### src/rtl/mem_arbiter.sv
// mem_arbiter: two-port arbiter sharing a single-port synchronous memory (IDLE/ISSUE/WAIT).
// Define MEM_ARB_RR_EN for round-robin tie breaking; default is fixed priority to port 0.
module mem_arbiter #(
  parameter int ADDR_WIDTH = 6,
  parameter int DATA_WIDTH = 16
) (
  input  logic                  clk,
  input  logic                  rst,
  input  logic                  req0,
  input  logic                  req1,
  input  logic                  we0,
  input  logic                  we1,
  input  logic [ADDR_WIDTH-1:0] addr0,
  input  logic [ADDR_WIDTH-1:0] addr1,
  input  logic [DATA_WIDTH-1:0] wdata0,
  input  logic [DATA_WIDTH-1:0] wdata1,
  output logic                  gnt0,
  output logic                  gnt1,
  output logic                  rvalid0,
  output logic                  rvalid1,
  output logic [DATA_WIDTH-1:0] rdata0,
  output logic [DATA_WIDTH-1:0] rdata1,
  output logic                  mem_we,
  output logic [ADDR_WIDTH-1:0] mem_addr,
  output logic [DATA_WIDTH-1:0] mem_data,
  input  logic [DATA_WIDTH-1:0] mem_in
);
  typedef enum logic [1:0] {IDLE, ISSUE, WAIT} state_t;
  state_t state_q, state_d;
  logic cur_q, cur_d, wr_q, wr_d, sel;
  logic gnt0_q, gnt0_d, gnt1_q, gnt1_d, rvalid0_q, rvalid0_d, rvalid1_q, rvalid1_d, mem_we_q, mem_we_d;
  logic [DATA_WIDTH-1:0] rdata0_q, rdata0_d, rdata1_q, rdata1_d, mem_data_q, mem_data_d;
  logic [ADDR_WIDTH-1:0] mem_addr_q, mem_addr_d;
`ifdef MEM_ARB_RR_EN
  logic last_q, last_d;
  assign sel = (req0 && req1) ? ~last_q : ~req0;
`else
  assign sel = ~req0;
`endif
  always_comb begin
    state_d    = state_q;
    cur_d      = cur_q;
    wr_d       = wr_q;
    gnt0_d     = 1'b0;
    gnt1_d     = 1'b0;
    rvalid0_d  = 1'b0;
    rvalid1_d  = 1'b0;
    mem_we_d   = 1'b0;
    rdata0_d   = rdata0_q;
    rdata1_d   = rdata1_q;
    mem_addr_d = mem_addr_q;
    mem_data_d = mem_data_q;
`ifdef MEM_ARB_RR_EN
    last_d     = last_q;
`endif
    case (state_q)
      IDLE: if (req0 || req1) begin
        state_d    = ISSUE;
        cur_d      = sel;
        wr_d       = sel ? we1 : we0;
        mem_we_d   = sel ? we1 : we0;
        mem_addr_d = sel ? addr1 : addr0;
        mem_data_d = sel ? wdata1 : wdata0;
        gnt0_d     = ~sel;
        gnt1_d     = sel;
`ifdef MEM_ARB_RR_EN
        last_d     = sel;
`endif
      end
      ISSUE: state_d = WAIT;
      WAIT: begin
        state_d   = IDLE;
        rvalid0_d = ~wr_q & ~cur_q;
        rvalid1_d = ~wr_q & cur_q;
        rdata0_d  = (~wr_q & ~cur_q) ? mem_in : rdata0_q;
        rdata1_d  = (~wr_q & cur_q) ? mem_in : rdata1_q;
      end
      default: state_d = IDLE;
    endcase
  end
  always_ff @(posedge clk) begin
    if (rst) begin
      state_q    <= IDLE;
      cur_q      <= 1'b0;
      wr_q       <= 1'b0;
      gnt0_q     <= 1'b0;
      gnt1_q     <= 1'b0;
      rvalid0_q  <= 1'b0;
      rvalid1_q  <= 1'b0;
      mem_we_q   <= 1'b0;
      rdata0_q   <= '0;
      rdata1_q   <= '0;
      mem_addr_q <= '0;
      mem_data_q <= '0;
`ifdef MEM_ARB_RR_EN
      last_q     <= 1'b1;
`endif
    end else begin
      state_q    <= state_d;
      cur_q      <= cur_d;
      wr_q       <= wr_d;
      gnt0_q     <= gnt0_d;
      gnt1_q     <= gnt1_d;
      rvalid0_q  <= rvalid0_d;
      rvalid1_q  <= rvalid1_d;
      mem_we_q   <= mem_we_d;
      rdata0_q   <= rdata0_d;
      rdata1_q   <= rdata1_d;
      mem_addr_q <= mem_addr_d;
      mem_data_q <= mem_data_d;
`ifdef MEM_ARB_RR_EN
      last_q     <= last_d;
`endif
    end
  end
  assign gnt0     = gnt0_q;
  assign gnt1     = gnt1_q;
  assign rvalid0  = rvalid0_q;
  assign rvalid1  = rvalid1_q;
  assign rdata0   = rdata0_q;
  assign rdata1   = rdata1_q;
  assign mem_we   = mem_we_q;
  assign mem_addr = mem_addr_q;
  assign mem_data = mem_data_q;
endmodule

### config.mk
export PLATFORM = sky130hd
export DESIGN_NAME = mem_arbiter
export DESIGN_NICKNAME = d
export VERILOG_FILES = /design/src/rtl/mem_arbiter.sv
export SDC_FILE = /design/constraint.sdc
export NUM_CORES = 1
export LEC_CHECK = 0
export CORE_ASPECT_RATIO = 0.7
export CORE_UTILIZATION = 40
export CTS_CLUSTER_SIZE = 25
export DETAILED_ROUTE_END_ITERATION = 6
export PLACE_DENSITY_LB_ADDON = 0.05
export SLEW_MARGIN = 20
export SYNTH_ARGS = -nofsm -noshare
export SYNTH_HDL_FRONTEND = slang
export SYNTH_SLANG_ARGS = --single-unit
export TNS_END_PERCENT = 100
### constraint.sdc
create_clock -name clk -period 2 [get_ports clk]
set_input_delay 0.4 -clock clk [delete_from_list [all_inputs] [get_ports clk]]
set_output_delay 0.4 -clock clk [all_outputs]
set_load 0.05 [all_outputs]
* Word level (Yosys, flattened, before mapping)
Index checks and enable logic that the tools add are counted.
** Cells by class
- Multiplexer cells :: 5
- Reductions and logical operators :: 7
- Bitwise operators :: 8
- Equality and inequality tests :: 3
** Operators with widths (count)
- 2-to-1 mux 16 bit :: 1
- 2-to-1 mux 6 bit :: 1
- NOT 1 bit :: 6
- AND reduction 2 bit :: 3
- case mux 2 bit (2 select lines) :: 1
- OR reduction 3 bit :: 1
- bitwise AND 1 bit :: 2
- == test 2 x 1 -> 1 bit (second input constant) :: 1
- == test 2 bit (second input constant) :: 1
- zero test 2 bit :: 1
- 2-to-1 mux 2 bit :: 1
- inequality test 2 bit (second input constant) :: 1
- OR reduction 2 bit :: 1
- logical OR 1 bit :: 1
- 2-to-1 mux 1 bit :: 1
** Word-level totals
- Input port bits :: 66
- Output and inout bits :: 59
- Word-level logic and storage cells :: 35
- Register bits :: 63

* Depth between registers and ports, before layout
Gate-level depths: netlist of the first run.
- Word-level depth :: 3
- Depth in mapped cells :: 7
- Depth with buffers taken out :: 3

* Worst setup path before layout of the first run
OpenSTA, ideal clock, no wires.
- Kind :: input to register
- From :: input req0
- To :: register mem_data_q[10], in the netlist mem_data[10]
- Path slack :: 490 ps
- Data arrival time :: 1429 ps
- Stages on the path :: 7
- Buffers on the path :: 4
- Path through :: buf_6 or2_1 buf_6 and2_4 buf_6 buf_6 a211oi_2
** On the way
- Cells in the longest elaborated chain, start to end :: 2
- Elaborated cells between the ends (all ways) :: 3
- Those cells by class :: mux: 1; reduce/logical: 2
** Ends and longest elaborated chain
- start, declared :: RTL line 9 : input logic req0,
- logical OR 1 bit :: RTL line 57 : IDLE: if (req0 || req1) begin
- AND reduction 2 bit (no source line)
- end signal, assigned :: RTL line 110 : mem_data_q <= mem_data_d;
- end, declared :: RTL line 32 : logic [DATA_WIDTH-1:0] rdata0_q, rdata0_d, rdata1_q, rdata1_d, mem_data_q, mem_data_d;
Parallel ways exist; a longest one is shown, timed or not.
A chain may end at the register's enable or synchronous reset.

* Final worst setup path of the first run
- From :: register mem_data_q[14], in the netlist mem_data[14]
- To :: output mem_data[14]
** RTL lines
- end, declared :: RTL line 25 : output logic [DATA_WIDTH-1:0] mem_data,
No word-level cell between the ends.

==> run summary, run 1 <==
All-layer global routing usage - 20.70%
Startpoint types - register
Max IR drop VDD - 0.3808 mV
Final setup fails - 0
Crit Path Max Fanout - 2
First-pass GRT wire length - 10,810 µm
CTS Buf Count - 9
Lkg Pwr - 1.429 nW
Cts hold-fix bufs - 0
I/O Buffers - 124
Area grow syn2layout - 57.47%
Placed instance count - 453
ANT nets after route - 0
Maximum clock rate - 525.0 MHz
Max_slew headroom - 57.11%
Pin count of the biggest net entering global routing - 64
Die area - 6697 µm²
Asr flop ratio synth - 0%
Clk Latency, worst-skew pair - 0.34 ns
Synth Net Count - 336
Max_cap viols - 0
Clock skew - 0.01015 ns
Cell area after synthesis - 2547 µm²
Drt wl/cell - 14.46 µm
H-tree depth - 3
Synth top area share - 49.51%
Vias in the first global route - 2,207
CP arrival - 1.50 ns
Core area - 5928 µm²
Final period util - 95.24%
CP max-delay cell - clkdlybuf4s50_1
Layout cells sized above 1 - 11.96%
TritonRoute pass-1 iters - 5
Placed instance area - 3846 µm²
Initial Util - 42.97%
Top Ports - 125
Number of fill cells in the layout - 492
Ys Warns - 0
Antenna cells - 0
Dominant cells by area after synthesis - dfxtp_1 (50%), a21oi_1 (11%), a211oi_2 (9.8%)
Chip Width - 97.39 µm
Cells after synthesis - 270
Drt via density - 4.976
Flops & latches, synth - 63
Total grt overflow - 0
Max Transition Viols Final - 0
Worst-path clk slew - 0.07 ns
Rows - 23
Ys flop type - dfxtp_1
Pwr Density - 778.7 nW/µm²
Routability cong. - 0.7324
WP buf/inv - 1
Dpl hpwl - 4766 µm
Initial antenna violation count - 0
Clk root buf - clkbuf_8
Measured slew at the worst slew-check pin - 0.6433 ns
HP Class - reg2reg
Fin cells - 468
Endpoints failing hold - 0
Die Span Y - 68.77 µm
Nets@finish - 455
Post-synth EDFFs - 0
Area leader, netlist - dfxtp_1
Worst path cell trace - clkdlybuf4s50_1
CTS Sinks - 63
CTS Buffer Depth - 2
Unrepaired setup endpoints after global routing - no
Final min period - 1.905 ns
Max incr delay on CP - 0.81 ns
DR vias - 2,329
Synth cell types - 20
CP Capture Type - output pin
Delay-heaviest family, CP - buffers and inverters
Status - complete, no violations
Sequential share of the synthesized area - 49.51%
Worst endpoint required time - 1.60 ns
Syn Area/Cell - 9.435 µm²
DRC - 0
# resized after CTS - 0
Fin Setup TNS - 0 ns
Drt initial violations - 116
CP Class - reg2out
DRT Wirelength - 6767 µm
CTS tree - yes
Finished Cell Area - 4011 µm²
Post CTS Setup Buffer Count - 0
==> metrics by stage <==
step	power [mW]	hold WS [ns]	setup WS (ns)	util [%]
finish	3.124	0.4557	0.09519	67.67
global route	3.262	0.4752	0.02742	67.67
CTS	3.151	0.4555	0.07980	67.67
detailed placement	2.218	0.4459	0.1422	64.88
global placement	2.208	0.4414	0.2241	64.88
floorplan	1.901	0.4867	0.4898	-
==> per-layer routing <==
metal,wire [µm],GRT usage (%)
met1,3224,26.75
met2,2903,31.82
met3,557,9.476
met4,82,4.779
met5,0,0
==> registers in the layout, indices dropped and copies added (netlist names) <==
register  count
mem_data     16
rdata0       16
rdata1       16
mem_addr      6
state_q       2
cur_q         1
gnt0          1
gnt1          1
mem_we        1
rvalid0       1
rvalid1       1
wr_q          1
==> logic make-up after synthesis <==
family | count (synthesis) | share of synthesized area (%)
AOI/OAI and AO/OA | 80 | 22.00
buffers and inverters | 25 | 5.452
DFF | 63 | 49.51
muxes | 23 | 9.037
and+or+nand+nor | 79 | 14.00
==> cells in the final DEF (no fill, tap or decap), drive strengths merged, types with 2 or more instances in the layout <==
| cell type | count |
|---|---|
| buf | 10 |
| clkbuf | 12 |
| clkdlybuf4s50 | 123 |
| mux2i | 23 |
| dfxtp | 63 |
| nor3b | 2 |
| a21oi | 56 |
| clkinvlp | 2 |
| nand2 | 65 |
| a211oi | 24 |
| nor3 | 2 |
| nor2 | 4 |
==> report_power, final <==
group          switching, mW  internal [mW]
Sequential            0.0502           1.33
Combinational          0.469          0.340
Clock                  0.458          0.475
==> tightest hold or removal path, stage by stage (launching register included) <==
cell and delay [ns]:
dfxtp_1 0.31, nand2_1 0.05, a21oi_1 0.05
==> final cells by class <==
cell class                 count  area [µm²]  area share [%]
clock buffer                  12       145.1           3.618
clock inverter                 3       20.02          0.4991
multi-input combinational    182        1162           28.98
sequential                    63        1261           31.44
tap                           75       93.84           2.339
timing repair buffer         133        1329           33.13
==> path summary, 6_finish.rpt <==
kind,from,endpoint,slack (ns),cells after the start
worst max register to register,wr_q,rdata0[15],0.36,3
worst min register to register,rdata0[11],rdata0[11],0.46,2
worst max-delay path,mem_data[14],mem_data[14],0.1,1
worst min-delay path,rdata0[11],rdata0[11],0.46,2
==> cells in the mapped netlist (2+ instances only) <==
cell type and number:
dfxtp_1 63, nor3b_1 2, clkbuf_1 13, mux2i_1 23, nor3_1 2, a211oi_1 4
nor2_1 3, a211oi_2 20, nand2_1 65, buf_2 6, buf_6 5, a21oi_1 56
Power figures use the tool's default switching activity.
==> inputs of run 2 (changes only) <==
--- a/config.mk
+++ b/config.mk
@@ -6,7 +6,8 @@
 export NUM_CORES = 1
 export LEC_CHECK = 0
 export CORE_ASPECT_RATIO = 0.7
-export CORE_UTILIZATION = 40
+export CORE_UTILIZATION = 42
+export CTS_BUF_LIST = sky130_fd_sc_hd__clkbuf_2 sky130_fd_sc_hd__clkbuf_4 sky130_fd_sc_hd__clkbuf_8
 export CTS_CLUSTER_SIZE = 25
 export DETAILED_ROUTE_END_ITERATION = 6
 export PLACE_DENSITY_LB_ADDON = 0.05
==> run 2 against run 1 <==
Effect of this change: count of clock-buffer cells in the layout down 1; core utilization up 2.5 points; via count about the same; routed wire length down 3.7%; first-iteration DRC count down 14%.
==> run summary, run 2 (synthesis gave the netlist of run 1 again) <==
Measured slew at the worst slew-check pin - 0.6433 ns (-0.00005436 ns)
Clk root buf - clkbuf_8
Pwr Density - 833.2 nW/µm² (+7.0%)
CP Class - reg2out
Delay-heaviest family, CP - buffers and inverters
Pin count of the biggest net entering global routing - 64 (unchanged)
Status - complete, no violations
Fin cells - 468 (unchanged)
TritonRoute pass-1 iters - 4 (-1)
Initial antenna violation count - 0 (unchanged)
Setup ws final - 0.1093 ns (+0.01410 ns)
CTS tree - yes
ANT nets after route - 0 (unchanged)
Drt initial violations - 100 (-14%)
Placement Setup Slack - 0.1977 ns (+0.05548 ns)
Die area - 6386 µm² (-4.6%)
Placed instance count - 453 (unchanged)
DRT Wirelength - 6518 µm (-3.7%)
Maximum clock rate - 528.9 MHz (+0.75%)
Most frequent cells in the layout - clkdlybuf4s50_1 (123), nand2_1 (65), dfxtp_1 (63)
First-pass GRT wire length - 10,070 µm (-6.8%)
Total grt overflow - 0 (unchanged)
Crit Path Max Fanout - 2 (unchanged)
Crit. path cell count - 1 (unchanged)
Drt via density - 4.981 (about the same)
Sw Ratio - 28.71% (-2.6 points)
WP buf/inv - 1 (unchanged)
Max_slew headroom - 57.11% (about the same)
Clock skew - 0.008378 ns (-0.001773 ns)
DR vias - 2,331 (+0.086%)
Commonest non-fill, non-tap cell in the layout - clkdlybuf4s50_1
Core area - 5784 µm² (-2.4%)
Layout cells sized above 1 - 12.47% (+0.51 points)
HP Class - reg2reg
Antenna cells - 0 (unchanged)
Max incr delay on CP - 0.81 ns (about the same)
Top Ports - 125 (unchanged)
Post CTS Setup Buffer Count - 0 (unchanged)
Final setup fails - 0 (unchanged)
Internal power - 2.413 mW (+12%)
Clock group share of total power - 35.3% (+5.4 points)
Endpoints failing hold - 0 (unchanged)
CTS Sinks - 63 (unchanged)
Clk Latency, worst-skew pair - 0.32 ns (-0.02 ns)
Reg2reg setup slack - 0.37 ns (about the same)
Nets@finish - 455 (unchanged)
Chip Width - 95.09 µm (-2.4%)
Routability cong. - 0.6832 (-6.7%)
Worst path cell trace - clkdlybuf4s50_1
Combinational power share - 23.8% (-2.1 points)
Max Transition Viols Final - 0 (unchanged)
CTS Buf Count - 9 (unchanged)
Drt wl/cell - 13.93 µm (-3.7%)
Lkg Pwr - 1.464 nW (+2.4%)
Vias in the first global route - 2,069 (-6.3%)
Flop pwr share - 40.8% (-3.4 points)
Dpl hpwl - 4492 µm (-5.7%)
Register-to-Register Path Depth - 3 (unchanged)
Final period util - 94.54% (-0.71 points)
P_sw - 0.9714 mW (-0.56%)
DRC - 0 (unchanged)
Initial Util - 44.04% (+1.1 points)
# resized after CTS - 0 (unchanged)
Rows - 23 (unchanged)
H-tree depth - 3 (unchanged)
Hold path depth - 2 (unchanged)
CTS Buffer Depth - 2 (unchanged)
Startpoint types - register
CP arrival - 1.49 ns (about the same)
I/O Buffers - 124 (unchanged)
All-layer global routing usage - 20.75% (+0.051 points)
CP max-delay cell - clkdlybuf4s50_1
Max IR drop VDD - 0.5708 mV (+50%)
Cts hold-fix bufs - 0 (unchanged)
Worst endpoint required time - 1.60 ns (about the same)
Die Span Y - 67.16 µm (-2.3%)
Fin Setup TNS - 0 ns (unchanged)
Worst-path clk slew - 0.07 ns (about the same)
Final min period - 1.891 ns (-0.01410 ns)
Unrepaired setup endpoints after global routing - no
Area grow syn2layout - 59.43%
CP Capture Type - output pin
Max_cap viols - 0 (unchanged)
==> run 2: cell count changes in the layout (fill, tap and decap cells not counted) <==
cell | previous run | this run
bufinv_16 | 0 | 2
clkbuf_1 | 2 | 0
clkinvlp_4 | 2 | 0
clkbuf_4 | 0 | 1
clkinv_2 | 1 | 2
==> run 2: area by class of cell <==
| class | count | area, µm² |
|---|---|---|
| clock buffers | 11 | 145.1 |
| clock inverters | 4 | 70.07 |
| fillers | 448 | 1723 |
| multi-input cells | 182 | 1162 |
| flip-flops and latches | 63 | 1261 |
| well taps | 75 | 93.84 |
| repair buffers | 133 | 1329 |
==> run 2: per-stage QoR <==
stage               power, mW  cell area, µm²  utilization, %  hold slack, ns
floorplan               1.901            2547               -          0.4867
global placement        2.206            3846           66.49          0.4413
detailed placement      2.217            3846           66.49          0.4457
CTS                     3.419            4061           70.21          0.4549
global route            3.520            4061           70.21          0.4730
finish                  3.384            4061           70.21          0.4529
==> run 2: path summary, 6_finish.rpt <==
kind / startpoint / end
worst max-delay path: mem_data[12] / mem_data[12]
worst min-delay path: rdata1[11] / rdata1[11]
worst max register to register: wr_q / rdata0[4]
worst min register to register: rdata1[11] / rdata1[11]
==> run 2: power groups by stage <==
stage               logic [mW]  clock network (mW)  registers (mW)
global placement         0.798                   0            1.41
floorplan                0.261                   0            1.64
detailed placement       0.809                   0            1.41
finish                   0.807                1.20            1.38
CTS                      0.812                1.23            1.38
global route             0.853                1.28            1.39
==> run 2: layer usage <==
layer	wire length [µm]	global-route usage, %	up-vias
li1	-	-	1170
met1	2960	27.29	1072
met2	2969	31.79	85
met3	546	7.658	4
met4	42	6.250	0
met5	0	0	-
==> inputs of run 3 (changes only) <==
--- a/config.mk
+++ b/config.mk
@@ -11,7 +11,7 @@
 export CTS_CLUSTER_SIZE = 25
 export DETAILED_ROUTE_END_ITERATION = 6
 export PLACE_DENSITY_LB_ADDON = 0.05
-export SLEW_MARGIN = 20
+export SLEW_MARGIN = 40
 export SYNTH_ARGS = -nofsm -noshare
 export SYNTH_HDL_FRONTEND = slang
 export SYNTH_SLANG_ARGS = --single-unit
==> results of run 3 <==
Same layout as run 2: the final DEF is identical, and so are final timing and power.
